**src/rtl/ccip_mmio_responder.sv**
```systemverilog
// CCI-P MMIO responder: DFH, AFU ID, a scratch bank and, when CCIP_MMIO_STATS_EN is
// defined, read/write request counters. Reads answer two cycles after acceptance.
package ccip_if_pkg;
  typedef logic [27:0] t_ccip_c0_RspMemHdr;

  typedef struct packed {
    logic [15:0] address;
    logic [1:0]  length;
    logic        rsvd0;
    logic [8:0]  tid;
  } t_ccip_c0_ReqMmioHdr;

  typedef struct packed {
    t_ccip_c0_RspMemHdr hdr;
    logic [511:0]       data;
    logic               rspValid;
    logic               mmioRdValid;
    logic               mmioWrValid;
  } t_if_ccip_c0_Rx;

  typedef struct packed {
    logic [8:0] tid;
  } t_ccip_c2_RspMmioHdr;

  typedef struct packed {
    t_ccip_c2_RspMmioHdr hdr;
    logic                mmioRdValid;
    logic [63:0]         data;
  } t_if_ccip_c2_Tx;
endpackage

module ccip_mmio_responder
  import ccip_if_pkg::*;
#(
  parameter int unsigned NUM_SCRATCH = 4,
  parameter logic [63:0] DFH_VALUE   = 64'h1000_0000_0000_0000,
  parameter logic [63:0] AFU_ID_L    = 64'h0,
  parameter logic [63:0] AFU_ID_H    = 64'h0
) (
  input  logic                       pClk,
  input  logic                       pck_cp2af_softReset_n,
  input  t_if_ccip_c0_Rx             pck_cp2af_sRx_c0,
  output t_if_ccip_c2_Tx             pck_af2cp_sTx_c2,
  output logic [64*NUM_SCRATCH-1:0]  scratch_q
);
  localparam int unsigned ScratchBase = 5;

  t_ccip_c0_ReqMmioHdr reqHdr;
  logic                rdValid;
  logic                wrValid;
  logic [14:0]         reqQword;
  logic                unusedBits;

  assign reqHdr   = t_ccip_c0_ReqMmioHdr'(pck_cp2af_sRx_c0.hdr);
  assign wrValid  = pck_cp2af_sRx_c0.mmioWrValid;
  // A read colliding with a write is dropped; the write wins.
  assign rdValid  = pck_cp2af_sRx_c0.mmioRdValid & ~wrValid;
  assign reqQword = reqHdr.address[15:1];
  assign unusedBits = ^{pck_cp2af_sRx_c0.data[511:64], pck_cp2af_sRx_c0.rspValid,
                        reqHdr.rsvd0};

  logic [63:0] scratch [NUM_SCRATCH];

  always_ff @(posedge pClk or negedge pck_cp2af_softReset_n) begin
    if (!pck_cp2af_softReset_n) begin
      for (int unsigned i = 0; i < NUM_SCRATCH; i++) scratch[i] <= '0;
    end else if (wrValid) begin
      for (int unsigned i = 0; i < NUM_SCRATCH; i++) begin
        if (reqQword == 15'(ScratchBase + i)) begin
          if (reqHdr.length == 2'd1) begin
            scratch[i] <= pck_cp2af_sRx_c0.data[63:0];
          end else if (reqHdr.length == 2'd0) begin
            if (reqHdr.address[0]) scratch[i][63:32] <= pck_cp2af_sRx_c0.data[31:0];
            else                   scratch[i][31:0]  <= pck_cp2af_sRx_c0.data[31:0];
          end
        end
      end
    end
  end

  always_comb begin
    scratch_q = '0;
    for (int unsigned i = 0; i < NUM_SCRATCH; i++) scratch_q[64*i +: 64] = scratch[i];
  end

  logic        s1Valid;
  logic [8:0]  s1Tid;
  logic [14:0] s1Qword;
  logic        s1Half;
  logic        s1Dword;

  always_ff @(posedge pClk or negedge pck_cp2af_softReset_n) begin
    if (!pck_cp2af_softReset_n) begin
      s1Valid <= 1'b0;
      s1Tid   <= '0;
      s1Qword <= '0;
      s1Half  <= 1'b0;
      s1Dword <= 1'b0;
    end else begin
      s1Valid <= rdValid;
      if (rdValid) begin
        s1Tid   <= reqHdr.tid;
        s1Qword <= reqQword;
        s1Half  <= reqHdr.address[0];
        s1Dword <= (reqHdr.length == 2'd0);
      end
    end
  end

  logic [31:0] rdCountSnap;
  logic [31:0] wrCountNow;

`ifdef CCIP_MMIO_STATS_EN
  logic [31:0] rdCount;
  logic [31:0] wrCount;
  logic        wrHitRdCnt;
  logic        wrHitWrCnt;

  assign wrHitRdCnt = wrValid && (reqQword == 15'd3);
  assign wrHitWrCnt = wrValid && (reqQword == 15'd4);
  assign wrCountNow = wrCount;

  always_ff @(posedge pClk or negedge pck_cp2af_softReset_n) begin
    if (!pck_cp2af_softReset_n) begin
      rdCount     <= '0;
      wrCount     <= '0;
      rdCountSnap <= '0;
    end else begin
      if (wrHitRdCnt)                         rdCount <= '0;
      else if (rdValid && rdCount != '1)      rdCount <= rdCount + 32'd1;
      if (wrHitWrCnt)                         wrCount <= '0;
      else if (wrValid && !wrHitRdCnt && wrCount != '1) wrCount <= wrCount + 32'd1;
      // Snapshot so a read of RD_COUNT reports the count before its own increment.
      if (rdValid)                            rdCountSnap <= rdCount;
    end
  end
`else
  assign rdCountSnap = '0;
  assign wrCountNow  = '0;
`endif

  logic [63:0] qwData;
  logic [63:0] rspData;

  always_comb begin
    qwData = '0;
    case (s1Qword)
      15'd0:   qwData = DFH_VALUE;
      15'd1:   qwData = AFU_ID_L;
      15'd2:   qwData = AFU_ID_H;
      15'd3:   qwData = {32'h0, rdCountSnap};
      15'd4:   qwData = {32'h0, wrCountNow};
      default: begin
        for (int unsigned i = 0; i < NUM_SCRATCH; i++) begin
          if (s1Qword == 15'(ScratchBase + i)) qwData = scratch[i];
        end
      end
    endcase
    rspData = s1Dword ? {2{s1Half ? qwData[63:32] : qwData[31:0]}} : qwData;
  end

  always_ff @(posedge pClk or negedge pck_cp2af_softReset_n) begin
    if (!pck_cp2af_softReset_n) begin
      pck_af2cp_sTx_c2 <= '0;
    end else begin
      pck_af2cp_sTx_c2.mmioRdValid <= s1Valid;
      if (s1Valid) begin
        pck_af2cp_sTx_c2.hdr.tid <= s1Tid;
        pck_af2cp_sTx_c2.data    <= rspData;
      end
    end
  end
endmodule

```
**config.mk**
```make
export PLATFORM = sky130hd
export DESIGN_NAME = ccip_mmio_responder
export DESIGN_NICKNAME = d
export VERILOG_FILES = /design/src/rtl/ccip_mmio_responder.sv
export SDC_FILE = /design/constraint.sdc
export NUM_CORES = 1
export LEC_CHECK = 0
export BUFFER_PORTS_ARGS = -buffer_cell sky130_fd_sc_hd__buf_2
export CAP_MARGIN = 20
export CORE_AREA = 2 2 345 347
export DETAILED_ROUTE_END_ITERATION = 12
export DIE_AREA = 0 0 347 349
export GPL_TIMING_DRIVEN = 0
export MAX_ROUTING_LAYER = met4
export PLACE_DENSITY_LB_ADDON = 0.08
export SYNTH_ARGS = -nofsm -noshare
export SYNTH_HDL_FRONTEND = slang
export SYNTH_SLANG_ARGS = --single-unit
```
**constraint.sdc**
```tcl
create_clock -name pClk -period 2.5 [get_ports pClk]
set_input_delay 0.375 -clock pClk [delete_from_list [all_inputs] [get_ports pClk]]
set_output_delay 0.375 -clock pClk [all_outputs]
set_load 0.005 [all_outputs]
```
## Yosys cells after proc, flatten, opt, wreduce, memory -nomap -nowiden

Cells that the tools add are included.

| operators by class | value |
|---|---|
| eq/ne operators | 14 |
| multiplexer cells | 11 |
| bitwise gates (word level) | 2 |
| reductions and logical operators | 13 |

Operators by type and width:

| cell | number |
|---|---|
| 64-bit two-way mux | 7 |
| 64-bit case mux with 2 select lines | 1 |
| 15-bit by 3-bit equality test with 1-bit output, second input constant | 7 |
| 32-bit two-way mux | 3 |
| 4-bit AND reduction | 8 |
| 15-bit by 2-bit equality test with 1-bit output, second input constant | 2 |
| 15-bit by 4-bit equality test with 1-bit output, second input constant | 2 |
| 15-bit by 1-bit equality test with 1-bit output, second input constant | 1 |
| 15-bit logical NOT | 1 |
| 2-bit nonzero test | 2 |
| 4-bit OR reduction | 1 |
| 2-bit by 1-bit equality test with 1-bit output, second input constant | 1 |
| 2-bit logical NOT | 1 |
| 2-bit by 1-bit inequality test with 1-bit output, second input constant | 1 |
| 1-bit AND | 1 |
| 1-bit NOT | 1 |

| storage, ports and cells | value |
|---|---|
| register bits after elaboration | 357 |
| input bits | 545 |
| output and inout port bits | 330 |
| word-level logic and storage cells | 56 |

## Depth between registers and ports, before layout

| depth | value |
|---|---|
| depth after elaboration | 8 |
| gate-level depth with buffers | 8 |
| mapped depth without buffers | 5 |

## Worst setup path before layout

No wires, ideal clock.

| timing path | value |
|---|---|
| path type | in2reg |
| start point | input port pck_cp2af_sRx_c0[537] (netlist name) |
| end point | register scratch (netlist bit scratch_q[13]) |
| library setup time | 0.125 ns |
| data arrival time | 1.977 ns |
| data required time | 2.375 ns |
| slack | 0.398 ns |
| stages | 6 |
| buffers on the path | 1 |
| cell sequence | nor4_1 -> nand4_2 -> a21o_1 -> nor3_4 -> buf_4 -> mux2_2 |

| on the way | value |
|---|---|
| longest elaborated chain between the ends | 2 |

Ends and longest elaborated chain:

| what | line | text |
|---|---|---|
| start, declared | 42 | `input t_if_ccip_c0_Rx pck_cp2af_sRx_c0,` |
| 15-bit by 3-bit equality test with 1-bit output | 69 | `if (reqQword == 15'(ScratchBase + i)) begin` |
| 4-bit AND reduction (no source line) | - |  |
| end signal, assigned by index | 71 | `scratch[i] <= pck_cp2af_sRx_c0.data[63:0];` |
| end signal, assigned by index | 73 | `if (reqHdr.address[0]) scratch[i][63:32] <= pck_cp2af_sRx_c0.data[31:0];` |
| end signal, assigned by index | 74 | `else scratch[i][31:0] <= pck_cp2af_sRx_c0.data[31:0];` |
| end, declared | 62 | `logic [63:0] scratch [NUM_SCRATCH];` |

Every way passes these cells.
A chain may end at the register's enable or synchronous reset.

## Worst setup path after layout

| timing path | value |
|---|---|
| start point | register s1Qword[3] |
| end point | register pck_af2cp_sTx_c2[18] (netlist name) |

| on the way | value |
|---|---|
| longest elaborated chain between the ends | 8 |
| elaborated cells between the ends (all ways) | 17 |
| classes of those cells | 8 x eq/ne; 7 x mux; 2 x reduce/logical |

Ends and longest elaborated chain:

| what | line | text |
|---|---|---|
| start, declared | 88 | `logic [14:0] s1Qword;` |
| start signal, assigned | 103 | `s1Qword <= reqQword;` |
| 15-bit by 3-bit equality test with 1-bit output | 155 | `if (s1Qword == 15'(ScratchBase + i)) qwData = scratch[i];` |
| 64-bit two-way mux (4 in a row) | 155 |  |
| 64-bit case mux with 2 select lines * | 147 | `case (s1Qword)` |
| 32-bit two-way mux | 159 | `rspData = s1Dword ? {2{s1Half ? qwData[63:32] : qwData[31:0]}} : qwData;` |
| 64-bit two-way mux * | 159 |  |
| end, declared | 43 | `output t_if_ccip_c2_Tx pck_af2cp_sTx_c2,` |

Mark *: on every way between the ends. The rest lies on a longest branch, timed or not.

==> impl_metrics.toml <==
[synthesis]
syn_inst = 1397
seq_area_frac_synth = 0.556
synth_edf_count = 0
synthMuxAreaShare = 0.175
synth_commonest_cells = "dfrtp_1 (357), mux2_2 (172), nor2_1 (166), a21oi_1 (162), clkbuf_1 (88)"
synth_top_family_by_area = "multiplexers"
syn_area_mm2 = 0.0161
synth_nets = 1942
synth_most_common_cell = "dfrtp_1"
synth_xor_area_frac = 0
async_flop_share = 1.00
synth_top_flop_cell = "dfrtp_1"
yosys.area.top_type = "dfrtp_1"
synth_top_area_share = 0.556
postSynthAreaPerCell_um2 = 11.5
synth_cell_types = 38
synth_compound_area_frac = 0.129
yosys_warnings = 0
synth_area_leaders = "dfrtp_1 (56%), mux2_2 (12%), a21oi_1 (5.0%)"
ys_seq_elements = 357
synthSimpleGateAreaFrac = 0.108
synth_fa_ha_area_frac = 0

[sta]
fin_crit_ps = 2490
fin_setup_tns_ps = 0
finalHoldViolations = 0
fmax_ghz = 0.402
hold_slack_ps = 62.5
timing.slew.headroom = 0.273
slew_violations = 0
rsz0062_at_grt = "yes"
fin_crit_sh = 0.995
setup_viol_count_final = 0
fin_skew_ps = 26.4
tightest_slew_ps = 1090

[detailed_routing]
ant_nets = 0
drt_iter0_markers = 661
wl_per_cell_um = 29.2
first_pass_iters = 5
vias = 14300
drc = 0
drt_wl_total_um = 103000
via_per_inst = 4.06

[global_routing]
grt_pass1_wl_um = 138000
first_global_vias = 15173
overflow = 0
antenna_found_initial = 14
grt_max_degree = 97
grtUsageTotal = 0.171

[power]
p_switching_mw = 4.35
finalPower_mw = 15.4
internal_power_mw = 11.0
powerDensity_mw_per_mm2 = 658
vdd_drop_max_mv = 0.466
clkPwrFrac = 0.500
seq_power_share = 0.387
p_comb_frac = 0.113
switching_share = 0.283
leakagePower_nw = 11.3

[clock_network]
h-tree-depth = 2
clockBufferDepth = 3
clock_sink_count = 357
cts_buffers = 52
clock_latency_ps = 650
cts-root-buf = "clkbuf_16"
clk_pin_slew_worst_paths_ps = 60
cts_tree = "built"

[floorplanning]
die_area_mm2 = 0.121
fp.dieW_um = 347
die_y_um = 349
io_pins = 875
placementRows = 126
start_util = 0.137
fp.coreArea_mm2 = 0.117

[critical_path]
cp.required_ps = 3010
path_max_fanout = 10
reg2reg_from = "s1Qword[3]$_DFFE_PN0P_"
rrSetupSlack_ps = 10
r2r_cells = 7
worstSetupStartpoint = "s1Qword[3]$_DFFE_PN0P_"
arrival_ps = 2990
startpoint_type = "flip-flop"
endpoint = "pck_af2cp_sTx_c2[18]$_DFFE_PN0P_"
rr_endpoint = "pck_af2cp_sTx_c2[18]$_DFFE_PN0P_"
crit_type = "reg -> reg"
critPathCaptureType = "flip-flop"

[place]
dp_hpwl_um = 80300
gp_congestion = 0.787
io_buffer_count = 424
dp.cells = 3363

[final_layout]
layoutNonFillerInstCount = 3519
syn_to_final_growth_pct = 45.7
drive_above_1_share = 0.439
fill_cells = 12938
nets = 2471

[outcome]
status = "complete, no violations"

[job]
max_cap_viol_count = 0

[min_path]
hold_path_class = "in -> reg"
hp-start = "pck_cp2af_sRx_c0[6]"
==> worst max-delay path, cell delays in order, from the launching register on <==
cell      delay (ps)
dfrtp_2          550
and3b_1          220
clkbuf_4         210
clkbuf_2         370
a221oi_4         410
nor4_4            50
buf_4            170
a221o_1          330
==> power groups by stage <==
stage               registers, mW  clock network [mW]  logic [mW]
finish                       5.96                7.69        1.73
global placement             6.06                   0        1.49
CTS                          5.96                7.97        1.73
global route                 5.98                8.17        1.87
floorplan                    6.03                   0       0.627
detailed placement           6.06                   0        1.51
==> metrics by stage <==
| stage | area [um2] | utilization | worst slack, ps |
|---|---|---|---|
| 6_report | 23400 | 0.199 | 11.9 |
| 5_1_grt | 23400 | 0.199 | -29.3 |
| 4_1_cts | 23100 | 0.197 | -150 |
| 3_5_place_dp | 20200 | 0.172 | -1340 |
| 3_3_place_gp | 20100 | 0.171 | -7440 |
| 2_1_floorplan | 16100 | - | 398 |
==> state kept, by name, summed over array words and instances (netlist names) <==
| register | cells |
|---|---|
| s1Valid | 1 |
| scratch_q | 256 |
| s1Tid | 9 |
| pck_af2cp_sTx_c2 | 74 |
| s1Qword | 15 |
| s1Half | 1 |
| s1Dword | 1 |
==> logic make-up (layout without fill, tap and decap cells) <==
logic type / after synthesis / in the layout
AND/OR/NAND/NOR: 337 / 337
AO/OA/AOI/OAI: 323 / 323
buffers and inverters: 123 / 691
flip-flops: 357 / 357
other: 0 / 18
multiplexers: 257 / 257
==> area by class of cell <==
| type | instances | area, um2 | share of cell area |
|---|---|---|---|
| sequential | 357 | 8940 | 0.382 |
| multi-input combinational | 917 | 7340 | 0.314 |
| timing repair buffer | 478 | 2770 | 0.118 |
| tap | 1536 | 1920 | 0.0821 |
| clock buffer | 82 | 1580 | 0.0677 |
| buffer | 115 | 627 | 0.0268 |
| clock inverter | 11 | 165 | 0.00706 |
| antenna | 18 | 45.0 | 0.00192 |
| inverter | 5 | 18.8 | 0.000802 |
==> worst min-delay path by stage <==
stage,end,cells after the start,slack (ps)
global placement,pck_af2cp_sTx_c2[66]$_DFFE_PN0P_,1,490
floorplan,pck_af2cp_sTx_c2[0]$_DFFE_PN0P_,0,80
global route,scratch_q[67]$_DFFE_PN0P_,2,40
finish,scratch_q[131]$_DFFE_PN0P_,2,60
CTS,scratch_q[94]$_DFFE_PN0P_,2,7
detailed placement,scratch_q[134]$_DFFE_PN0P_,1,480
==> timing repair <==
action | CTS | global route
gates resized for setup | 156 | 55
buffers inserted | 13 | 4
setup endpoints to repair | 217 | 176
pin swaps | 13 | 5
hold buffers | 31 | 0
endpoints found under the hold margin | 132 | 0
gates cloned | 0 | 0
==> layer usage <==
| metal | global-route usage | vias up | wire, um |
|---|---|---|---|
| li1 | - | 6248 | - |
| met1 | 0.214 | 7446 | 44900 |
| met2 | 0.266 | 494 | 47200 |
| met3 | 0.0532 | 112 | 8130 |
| met4 | 0.0442 | 0 | 2590 |
| met5 | - | - | 0 |
==> cells in the final DEF, fill, tap and decap left out, drive strengths merged, types with 7 or more instances in the layout <==
| cell type | count |
|---|---|
| nor2 | 169 |
| mux2 | 195 |
| nor4 | 65 |
| mux2i | 62 |
| nor3 | 7 |
| nor2b | 69 |
| dlygate4sd3 | 31 |
| o21ai | 62 |
| inv | 7 |
| a21oi | 162 |
| diode | 18 |
| clkbuf | 157 |
| a221o | 62 |
| buf | 486 |
| a221oi | 31 |
| dfrtp | 357 |
| nand2 | 8 |
Note: power is estimated with default switching activity, not from simulation.
